===== src/rtl/wave_gen_multi.sv =====
`default_nettype none
// ============================================================================
// Module   : wave_gen_multi
// Purpose  : Prescaled phase-accumulator waveform generator with four shapes,
//            half-amplitude select, burst length and abort.
// Revision : 1.0
// ============================================================================
module wave_gen_multi #(
    parameter int OUT_W = 8,
    parameter int DIV_W = 10,
    parameter int CNT_W = 8
) (
    input  logic             clk,
    input  logic             rst,
    input  logic             init,
    input  logic [DIV_W-1:0] sw,
    input  logic [1:0]       mode,
    input  logic             sel,
    input  logic [CNT_W-1:0] cycles,
    input  logic             start,
    input  logic             stop,
    output logic [OUT_W-1:0] out,
    output logic             busy,
    output logic             period_tick,
    output logic             done
);

    localparam int HALF = OUT_W / 2;
    localparam logic [OUT_W-1:0] c_STAIR_MASK = {{(OUT_W-HALF){1'b1}}, {HALF{1'b0}}};

    typedef enum logic [0:0] {
        S_IDLE = 1'b0,
        S_RUN  = 1'b1
    } state_t;

    state_t           r_state;
    logic [DIV_W-1:0] r_div;
    logic [DIV_W-1:0] r_pre;
    logic [OUT_W-1:0] r_phase;
    logic [1:0]       r_mode;
    logic             r_sel;
    logic [CNT_W-1:0] r_cyc;
    logic [CNT_W-1:0] r_pcount;
    logic [OUT_W-1:0] r_out;
    logic             r_busy;
    logic             r_tick;
    logic             r_done;

    logic             w_step;
    logic             w_wrap;
    logic [CNT_W-1:0] w_pcount_nxt;
    logic             w_burst_end;
    logic [OUT_W-1:0] w_lin;
    logic [OUT_W-1:0] w_wave;
    logic [OUT_W-1:0] w_sample;

    assign w_step       = (r_pre == r_div);
    assign w_wrap       = w_step && (r_phase == '1);
    assign w_pcount_nxt = r_pcount + 1'b1;
    assign w_burst_end  = w_wrap && (r_cyc != '0) && (w_pcount_nxt == r_cyc);
    assign w_lin        = {r_phase[OUT_W-2:0], 1'b0};

    always_comb begin
        w_wave = r_phase;
        case (r_mode)
            2'b00:   w_wave = r_phase;
            2'b01:   w_wave = r_phase[OUT_W-1] ? ~w_lin : w_lin;
            2'b10:   w_wave = {OUT_W{~r_phase[OUT_W-1]}};
            default: w_wave = r_phase & c_STAIR_MASK;
        endcase
    end

    assign w_sample = r_sel ? (w_wave >> 1) : w_wave;

    always_ff @(posedge clk) begin
        if (rst) begin
            r_state  <= S_IDLE;
            r_div    <= '0;
            r_pre    <= '0;
            r_phase  <= '0;
            r_mode   <= '0;
            r_sel    <= 1'b0;
            r_cyc    <= '0;
            r_pcount <= '0;
            r_out    <= '0;
            r_busy   <= 1'b0;
            r_tick   <= 1'b0;
            r_done   <= 1'b0;
        end else begin
            r_tick <= 1'b0;
            r_done <= 1'b0;
            case (r_state)
                S_IDLE: begin
                    r_out  <= '0;
                    r_busy <= 1'b0;
                    if (init) begin
                        r_div <= sw;
                    end
                    if (start && !stop) begin
                        r_state  <= S_RUN;
                        r_phase  <= '0;
                        r_pre    <= '0;
                        r_pcount <= '0;
                        r_mode   <= mode;
                        r_sel    <= sel;
                        r_cyc    <= cycles;
                        r_busy   <= 1'b1;
                    end
                end
                S_RUN: begin
                    // Sample uses the pre-edge phase, so out trails phase by one clock.
                    r_out <= w_sample;
                    if (w_step) begin
                        r_pre   <= '0;
                        r_phase <= r_phase + 1'b1;
                    end else begin
                        r_pre <= r_pre + 1'b1;
                    end
                    if (w_wrap) begin
                        r_tick   <= 1'b1;
                        r_mode   <= mode;
                        r_sel    <= sel;
                        r_pcount <= w_pcount_nxt;
                    end
                    if (w_burst_end || stop) begin
                        r_state <= S_IDLE;
                        r_busy  <= 1'b0;
                        r_out   <= '0;
                        r_done  <= w_burst_end;
                    end
                end
                default: r_state <= S_IDLE;
            endcase
        end
    end

    assign out         = r_out;
    assign busy        = r_busy;
    assign period_tick = r_tick;
    assign done        = r_done;

endmodule
`default_nettype wire


===== config.mk =====
export PLATFORM = sky130hd
export DESIGN_NAME = wave_gen_multi
export DESIGN_NICKNAME = d
export VERILOG_FILES = /design/src/rtl/wave_gen_multi.sv
export SDC_FILE = /design/constraint.sdc
export NUM_CORES = 1
export LEC_CHECK = 0
export CORE_UTILIZATION = 45
export CTS_CLUSTER_DIAMETER = 150
export DETAILED_ROUTE_END_ITERATION = 10
export PLACE_DENSITY = 0.79
export SYNTH_ARGS = -nofsm -noshare
export SYNTH_HDL_FRONTEND = slang
export SYNTH_SLANG_ARGS = --single-unit

===== constraint.sdc =====
create_clock -name clk -period 2.3 [get_ports clk]
set_input_delay 0.46 -clock clk [delete_from_list [all_inputs] [get_ports clk]]
set_output_delay 0.46 -clock clk [all_outputs]
set_load 0.01 [all_outputs]

# == Word level (Yosys, flattened, before mapping) ==
# Index checks and enable logic that the tools add are counted.
# classes
add_sub_neg,3
eq_ne,9
n_mux,25
bitwise,4
reduce_logical,14
# op_table
operator,count
$mux 8,6
$pmux 8 s2,3
$pmux 8 s3,1
$mux 10,2
$pmux 10 s2,1
$add 8x1->8 const B,2
$add 10x1->10 const B,1
$eq 10x10->1,1
$eq 8x8->1,1
$eq 8x8->1 const B,1
$not 8->8,1
$reduce_and 2->1,4
$reduce_bool 8->1,1
$mux 1,6
$ne 2x1->1 const B,3
$pmux 1 s2,3
$logic_and 1x1->1,4
$mux 2,2
$pmux 2 s2,1
$not 1->1,3
$reduce_or 3->1,1
$eq 2x1->1 const B,1
$eq 2x2->1 const B,1
$logic_not 2->1,1
other kinds (4),4
# word_totals
reg_bits,59
in_bits,26
out_inout_bits,11

# == Logic depth before layout (Yosys ltp) ==
# Gate-level depths: netlist (run 1).
# depth
ltp_word,7
depth_mapped,7

# == Worst setup path before layout (run 1) ==
# Ideal clock, no wire load.
# synth_path
kind,reg2reg
from,register r_pre[8]
to,register r_pcount[3]
setup_ns,0.122
arrival_ns,2.095
required_ns,2.178
path_slack_ns,0.084
path_stages_with_launch,8
cell_sequence,dfxtp_1 xor2_1 or4_1 clkbuf_2 or4_4 buf_6 a221oi_1 nor2_1
# synth_via
elab_chain_cells,4
# synth_lines
element,line,source
from (decl),38,logic [DIV_W-1:0] r_pre;
from (signal assigned),117,r_pre <= r_pre + 1'b1;
$eq 10x10->1,57,assign w_step = (r_pre == r_div);
$logic_and 1x1->1,58,assign w_wrap = w_step && (r_phase == '1);
$ne 2x1->1 (no line),n/a,
$reduce_and 2->1 (no line),n/a,
to (signal assigned),123,r_pcount <= w_pcount_nxt;
to (decl),43,logic [CNT_W-1:0] r_pcount;
# Every way passes these cells.
# A chain may end at the register's enable or synchronous reset.

# == Worst setup path in the final report (run 1) ==
# layout_path
from,register r_pre[7]
to,register r_pcount[5]
# The elaborated chain is that of the path after synthesis.

==> flow_results.org, run 1 <==
** Outcome
- Outcome :: completed

** CTS
- Clock latency reported for the late side of the worst-skew pair :: around 0.34 ns
- Master cell of the clock root buffer :: clkbuf_8
- Clock-pin transition on the worst setup and hold timing paths :: approximately 0.06 ns
- Num Clock Sinks :: slightly below 60
- H-tree level count :: 3
- TritonCTS built the clock tree.
- The clock passes through at most 2 buffers.
- In this run, CTS created clock tree buffers numbering 9.

** Routing
- Starting DRC count in detailed routing :: between 150 and 200
- Routed WL :: 7200 um
- Antenna Nets Post-Route :: 0
- Total number of vias :: 2934
- In the routed design, unresolved DRC markers number 0.
- After detailed routing, the number of vias per cell comes to 5.50.
- In the final routed layout, each cell accounts on average for approximately 14 um.
- Detailed-routing iteration count for the pre-antenna-repair pass :: 5

** Setup path
- Walking the worst path, the cells encountered are xor2_1 > or4_1 > or4_4 > a221oi_1 > nor2_1.
- Arrival time at the worst endpoint :: 2.43 ns
- Along the worst path, the maximum fanout reaches 7.
- Counting both buffers and inverters, the worst setup path holds a total of 0.
- Worst EP required :: 2.52 ns
- On the worst path, the slowest cell contributes a delay of between 0.5 and 0.6 ns.
- CP endpoint kind :: flop
- In this run the critical register-to-register path is launched from r_pre[7]$_SDFFE_PP0P_.
- Cell type of the slowest stage on the worst timing path :: or4_4
- The critical path starts at r_pre[7]$_SDFFE_PP0P_.
- Crit Path Category :: flop to flop
- The cell family contributing the most delay on the critical path is simple AND/OR/NAND/NOR gates.
- Setup crit start kind :: flop

** Timing
- Setup violations remaining at the end of the flow were counted as 0.
- Unrepaired setup endpoints after global routing :: false
- Timing would allow up to between 400 and 500 MHz.
- Max-slew headroom :: between 60% and 70%
- Ratio of final minimum period to clock period :: between 90 and 100%
- Clock skew on the completed layout was measured at about 0.0073 ns.
- The max-slew violation total from the final report is 0.
- For the pin with the worst max-slew slack, the measured transition is 0.593 ns.
- Total negative slack :: 0 ns
- The clock period could shrink to 2.21 ns.
- Hold violation count in the final report :: 0

** Global routing
- GRT Resource Usage Total :: 21.4%
- First-pass GRT wire length :: around 13000 um
- Entering global routing, the biggest net connects 21 pins.
- Number of global-route vias before repair :: 2772
- Overall overflow remaining after global route :: 0
- Initial antenna violation count :: 0

** Logic synthesis
- Among all flip-flop cells after synthesis, the most frequent one is dfxtp_1.
- In the synthesized netlist the async set-or-reset flop fraction comes to 0%.
- Synthesis produced a netlist with a net count of approximately 420.
- Yosys printed 0 warnings.
- In this run, synthesis produced a sequential element count of between 50 and 60.
- For this run, the register share of the synthesized area comes to between 30% and 40%.
- Yosys mapped a number of flops with a built-in enable equal to 0.
- Mapped Cells :: 391
- After synthesis, the mean cell area works out to between 8 and 9 um^2.
- The synthesized netlist occupies a cell area of about 3200 um^2.
- Count of distinct cell types in the synthesized netlist :: 53

** Finish
- The area growth from synthesis to layout is 21.9%.
- The number of antenna diodes in the final layout is 0.
- Most common cell after layout, fill and taps aside :: dfxtp_1
- After the flow finishes, the layout carries non-filler instances totaling between 500 and 600.
- Top library cells by usage in the layout, fill and taps aside :: dfxtp_1, nand2_1, a21oi_1
- Of the cells placed in the final design, the portion with a size suffix greater than 1 is about 11%.
- Area of all placed cells without fillers :: around 3900 um^2
- The layout has 626 filler cells.
- Final layout net count :: between 400 and 500

** Pwr
- Power per cell area :: ~560 nW/um^2
- Reported leakage power :: about 1.4 nW
- Worst voltage drop across the vdd grid :: roughly 290 uV

** Place
- Area of placed instances :: approximately 3700 um^2
- During placement, the flow inserted port buffers numbering 36.
- Cell count after placement :: ~520
- Final RePlAce weighted congestion :: about 0.91
- Detailed placement ended at an HPWL of 5430 um.

** Floorplanning
- Die Wd :: 86.0 um
- Num ports :: 37
- Die height :: about 86 um
- Total core area :: between 6000 and 7000 um^2
- Die outline area :: 7390 um^2
- Initial Utilization :: between 40% and 50%
- Num rows :: 30

** Hold path
- Worst Min Path Start :: r_cyc[5]$_SDFFE_PP0P_
- The min-delay analysis places its worst path in the category flop to flop.

** Job
- Across the run, the number of max-cap violations was 0.
-- registers in the layout, indices dropped and copies added (netlist names) --
register and count:
r_div 10, r_sel 1, r_phase 8, r_cyc 8, busy 1, r_state 1
period_tick 1, out 8, done 1, r_pre 10, r_mode 2, r_pcount 8
-- cells in the mapped netlist (6+ instances only) --
master,instances,area share (%)
xnor2_1,12,3.3
clkbuf_1,16,1.9
o21ai_0,18,2.8
nand3_1,24,3.8
xor2_1,17,4.7
nor4_1,6,1.2
nor2_1,14,1.7
dfxtp_1,59,37
a211oi_1,8,1.9
nand2b_1,7,1.4
mux2i_1,8,2.5
a31oi_1,9,1.8
inv_1,10,1.2
or4_1,6,1.4
nand2_1,57,6.7
a21oi_1,48,7.6
-- final timing paths --
path	endpoint	slack (ns)	cells after the start
worst max-delay path	r_pcount[5]$_SDFFE_PP0P_	0.09	5
worst min-delay path	r_cyc[5]$_SDFFE_PP0P_	0.47	2
worst max register to register	r_pcount[5]$_SDFFE_PP0P_	0.09	5
worst min register to register	r_cyc[5]$_SDFFE_PP0P_	0.47	2
-- logic make-up (layout without fill, tap and decap cells) --
family | Yosys count | in the layout | synth area share, %
compound gates | 110 | 110 | 21.9
xor+xnor | 29 | 29 | 8.00
fa+ha+maj | 4 | 4 | 1.58
buf+inv | 35 | 81 | 4.50
flops | 59 | 59 | 37.2
mux | 11 | 11 | 4.30
simple gates | 143 | 143 | 22.5
-- per-layer routing --
layer,up-vias,global-route usage (%),routed length (um)
li1,1490,-,-
met1,1364,27.0,3300
met2,74,35.1,3430
met3,6,5.97,386
met4,0,7.73,83
met5,-,0,0
-- layout make-up --
type | count | area, um^2 | share of cell area, %
clock inverter | 3 | 15.0 | 0.388
timing repair buffer | 56 | 510 | 13.2
inverter | 10 | 37.5 | 0.970
clock buffer | 12 | 145 | 3.75
tap | 96 | 120 | 3.10
sequential | 59 | 1180 | 30.5
multi-input combinational | 297 | 1860 | 48.1
-- power by group --
part	leakage (nW)	internal [mW]	switching, mW	total (mW)
clock	0.0860	0.409	0.382	0.790
combinational	0.809	0.135	0.143	0.278
sequential	0.479	1.05	0.0364	1.09
total	1.37	1.59	0.561	2.16
-- metrics by stage --
| step | setup slack (ns) | hold WS (ns) | utilization [%] | power [mW] |
|---|---|---|---|---|
| after floorplan | 0.0837 | 0.444 | - | 1.27 |
| after global placement | 0.199 | 0.460 | 54.4 | 1.37 |
| after detailed placement | 0.135 | 0.463 | 54.4 | 1.38 |
| after CTS | 0.102 | 0.474 | 56.8 | 2.18 |
| after global routing | 0.00417 | 0.508 | 56.9 | 2.26 |
| final | 0.0943 | 0.471 | 56.9 | 2.16 |
-- tightest hold or removal path: cells and delay by family (launching register included) --
family          cells  cell delay, ns
simple gates        1            0.05
flops               1            0.32
compound gates      1            0.05
-- timing repair --
| item | 4_1_cts | 5_1_grt |
|---|---|---|
| buffers inserted | 0 | 0 |
| endpoints found under the setup margin | 0 | 7 |
| hold buffers | 0 | 0 |
| gates resized for setup | 0 | 3 |
(Power assumes the default switching activity.)
==> run 2, diff against run 1 <==
--- a/config.mk
+++ b/config.mk
@@ -5,10 +5,12 @@
 export SDC_FILE = /design/constraint.sdc
 export NUM_CORES = 1
 export LEC_CHECK = 0
-export CORE_UTILIZATION = 45
+export CELL_PAD_IN_SITES_DETAIL_PLACEMENT = 0
+export CELL_PAD_IN_SITES_GLOBAL_PLACEMENT = 1
+export CORE_UTILIZATION = 38
 export CTS_CLUSTER_DIAMETER = 150
 export DETAILED_ROUTE_END_ITERATION = 10
-export PLACE_DENSITY = 0.79
+export PLACE_DENSITY = 0.86
 export SYNTH_ARGS = -nofsm -noshare
 export SYNTH_HDL_FRONTEND = slang
 export SYNTH_SLANG_ARGS = --single-unit
==> run 2 against run 1 <==
Against the previous run:
- fmax grew 0.71%
- global-route usage shrank 3.2 points
- utilization shrank 7.7 points
- worst hold slack lost 0.0042 ns
- die area grew 18%
- highest routed layer unchanged
==> flow_results.org, run 2 (synthesis results as in run 1) <==
** Outcome
- The flow ran to the end, and the final reports show no timing, DRC or antenna violations.

** CTS
- The clock latency on the worst-skew pair came to 0.33 ns (about the same).
- TritonCTS built the clock tree.
- Post-cts resize count :: 0 (unchanged)
- Buffer count from post-CTS setup fixing :: 0 (unchanged)
- H-tree level count :: 3 (unchanged)
- The clock slew seen by the registers of the worst setup and hold paths is 0.07 ns (about the same).
- CTS placed an instance of clkbuf_8 at the clock tree root.
- The quantity of hold-fixing buffers added after cts is 0 (unchanged).
- The maximum root-to-sink buffer count came to 2 (unchanged).
- The number of clock buffers inserted by TritonCTS is 9 (unchanged).
- The sink count of the clock tree is 59 (unchanged).

** Place
- Final RePlAce weighted congestion :: 0.827 (-8.6%)
- The number of buffer cells added on primary ports came to 36 (unchanged).
- Detailed placer's ending HPWL :: 5360 um (-1.2%)
- Area of placed instances :: 3700 um^2 (unchanged)

** Routing
- The number of vias per cell after detailed routing is 5.37 (-2.4%).
- Antenna Nets Post-Route :: 0 (unchanged)
- The total number of vias was 2885 (-1.7%).
- Starting DRC count in detailed routing :: 107 (-31%)
- Detailed-routing iteration count for the pre-antenna-repair pass :: 4 (-1)
- The wire length per cell after detailed routing is 13.6 um (+0.44%).
- The wire length reported by the detailed router was 7290 um (+1.2%).
- Detailed-route DRC error count :: 0 (unchanged)

** Setup path
- CP cell instances :: xor2_1 > or4_1 > or4_4 > a221oi_1 > a21oi_1
- Among all stages on the critical path, the largest delay is contributed by or4_4.
- CP endpoint kind :: flop
- Crit Path Category :: flop to flop
- The largest incremental delay on the critical path is 0.62 ns (+0.03 ns).
- The worst setup path is launched from a flop.
- Biggest fanout along the worst timing path :: 11 (+4)
- The required arrival time at the worst endpoint came to 2.51 ns (about the same).
- Arrival time at the worst endpoint :: 2.40 ns (-0.03 ns)

** Floorplanning
- The width of the chip came to 93.4 um (+8.6%).
- The area of the placeable core came to 7890 um^2 (+16%).
- Num rows :: 32 (+6.7%)
- Initial Utilization :: 40.2% (-6.5 points)
- The number of top-level pins is 37 (unchanged).
- The y dimension of the die is 93.4 um (+8.6%).
- The area of the die is 8720 um^2 (+18%).

** Timing
- Setup-failing EPs final :: 0 (unchanged)
- The post-route clock skew came to 0.00997 ns (+0.00270 ns).
- The final clock period utilization by the worst path was 95.2% (-0.67 points).
- The shortest clock period the worst path allows after layout is 2.19 ns (-0.0155 ns).
- The headroom to the max-slew limit came to 57.5% (-2.9 points).
- Total negative slack :: 0 ns (unchanged)
- Highest clock frequency the design can meet :: 457 MHz (+0.71%)
- Max Slew Vio Count :: 0 (unchanged)
- Setup repair after global routing left no endpoint under its margin.
- Hold violation count in the final report :: 0 (unchanged)
- Transition at the pin with the smallest max-transition slack :: 0.637 ns (+0.0438 ns)

** Finish
- Most common cell after layout, fill and taps aside :: dfxtp_1
- The fraction of layout instances using a drive strength above 1 came to 10.3% (-0.64 points).
- Registers with the highest flip-flop counts :: r_div (10), r_pre (10)
- Area of all placed cells without fillers :: 3880 um^2 (+0.42%)
- Top library cells by usage in the layout, fill and taps aside :: dfxtp_1, nand2_1, a21oi_1
- Final layout net count :: 462 (-0.22%)
- The count of antenna diodes in the layout is 0 (unchanged).
- The sequential cell area is 1180 um^2 (unchanged).
- The area growth from synthesis to layout is 22.4%.
- Footprint of the multi-input gates :: 1850 um^2 (-0.34%)
- The final core utilization was 49.3% (-7.7 points).
- Number of inserted filler cells in the final layout :: 755 (+21%)

** Job
- The number of violations of the max-capacitance limit is 0 (unchanged).

** Pwr
- Fraction of power consumed by sequential logic :: 47.8% (-2.6 points)
- Net switching fraction of the power :: 25.0% (-1.0 points)
- Internal power :: 1.70 mW (+6.9%)
- Power per cell area :: 585 nW/um^2 (+5.0%)
- The part of the total power dissipated in combinational logic came to 12.0% (-0.9 points).
- The largest voltage drop on the vdd net was 343 uV (+18%).
- Clock network fraction of total power :: 40.2% (+3.5 points)
- The leakage power was 1.37 nW (-0.15%).
- The switching power summed over all nets is 569 uW (+1.3%).

** Global routing
- The initial antenna violation count was 0 (unchanged).
- The global router's overall resource usage came to 18.2% (-3.2 points).
- First-pass GRT wire length :: 12400 um (-0.99%)
- The largest net degree at the start of global routing is 28 (+33%).
- The number of global-route vias before repair is 2651 (-4.4%).
- The total overflow reported by the global router is 0 (unchanged).

** Hold path
- Kind of path behind the tightest hold check :: flop to flop
run 2: cell count changes in the layout (fill, tap and decap cells not counted):
| cell | delta |
|---|---|
| buf_4 | -1 |
| bufinv_16 | +1 |
| clkinv_2 | -3 |
| clkinvlp_4 | +1 |
| nor4_1 | +1 |
| nor4_2 | -1 |
run 2: worst paths after layout:
| check | startpoint | endpoint | slack (ns) | cells after the start |
|---|---|---|---|---|
| setup / recovery | r_pre[5]$_SDFFE_PP0P_ | r_pcount[6]$_SDFFE_PP0P_ | 0.11 | 5 |
| hold reg to reg | r_div[2]$_SDFFE_PP0P_ | r_div[2]$_SDFFE_PP0P_ | 0.47 | 2 |
| hold / removal | r_div[2]$_SDFFE_PP0P_ | r_div[2]$_SDFFE_PP0P_ | 0.47 | 2 |
| setup reg to reg | r_pre[5]$_SDFFE_PP0P_ | r_pcount[6]$_SDFFE_PP0P_ | 0.11 | 5 |
run 2: final cells by class:
class	instances	share of cell area [%]
clock inverters	2	0.966
clock buffers	12	3.74
well taps	102	3.29
flip-flops and latches	59	30.4
inverters	10	0.966
repair buffers	55	12.9
multi-input cells	297	47.7
run 2: through the flow:
step	hold WS (ns)	setup slack (ns)	std cells	power [mW]
after floorplan	0.444	0.0837	391	1.27
after global placement	0.459	0.122	523	1.38
after detailed placement	0.460	0.107	523	1.38
after CTS	0.469	0.0487	537	2.29
after global routing	0.491	0.00204	537	2.38
final	0.467	0.110	537	2.27
run 2: power groups by stage:
| stage | clock network (mW) | logic [mW] | registers, mW |
|---|---|---|---|
| 2_1_floorplan | 0 | 0.174 | 1.09 |
| 3_3_place_gp | 0 | 0.270 | 1.11 |
| 3_5_place_dp | 0 | 0.272 | 1.11 |
| 4_1_cts | 0.930 | 0.273 | 1.09 |
| 5_1_grt | 0.985 | 0.303 | 1.09 |
| 6_report | 0.914 | 0.273 | 1.09 |
run 2: critical path, delay by kind of cell (launching register included):
family           cells  cell delay [ns]
flip-flops           1             0.35
AO/OA/AOI/OAI        2             0.39
XOR/XNOR             1             0.16
AND/OR/NAND/NOR      2             1.17
run 2: metal layers:
metal	vias to the layer above	share of wire [%]	global-route usage (%)
met5	-	0	0
met4	0	1.2	5.38
met3	6	3.5	5.04
met2	47	47	28.9
met1	1347	49	24.0
li1	1485	-	-
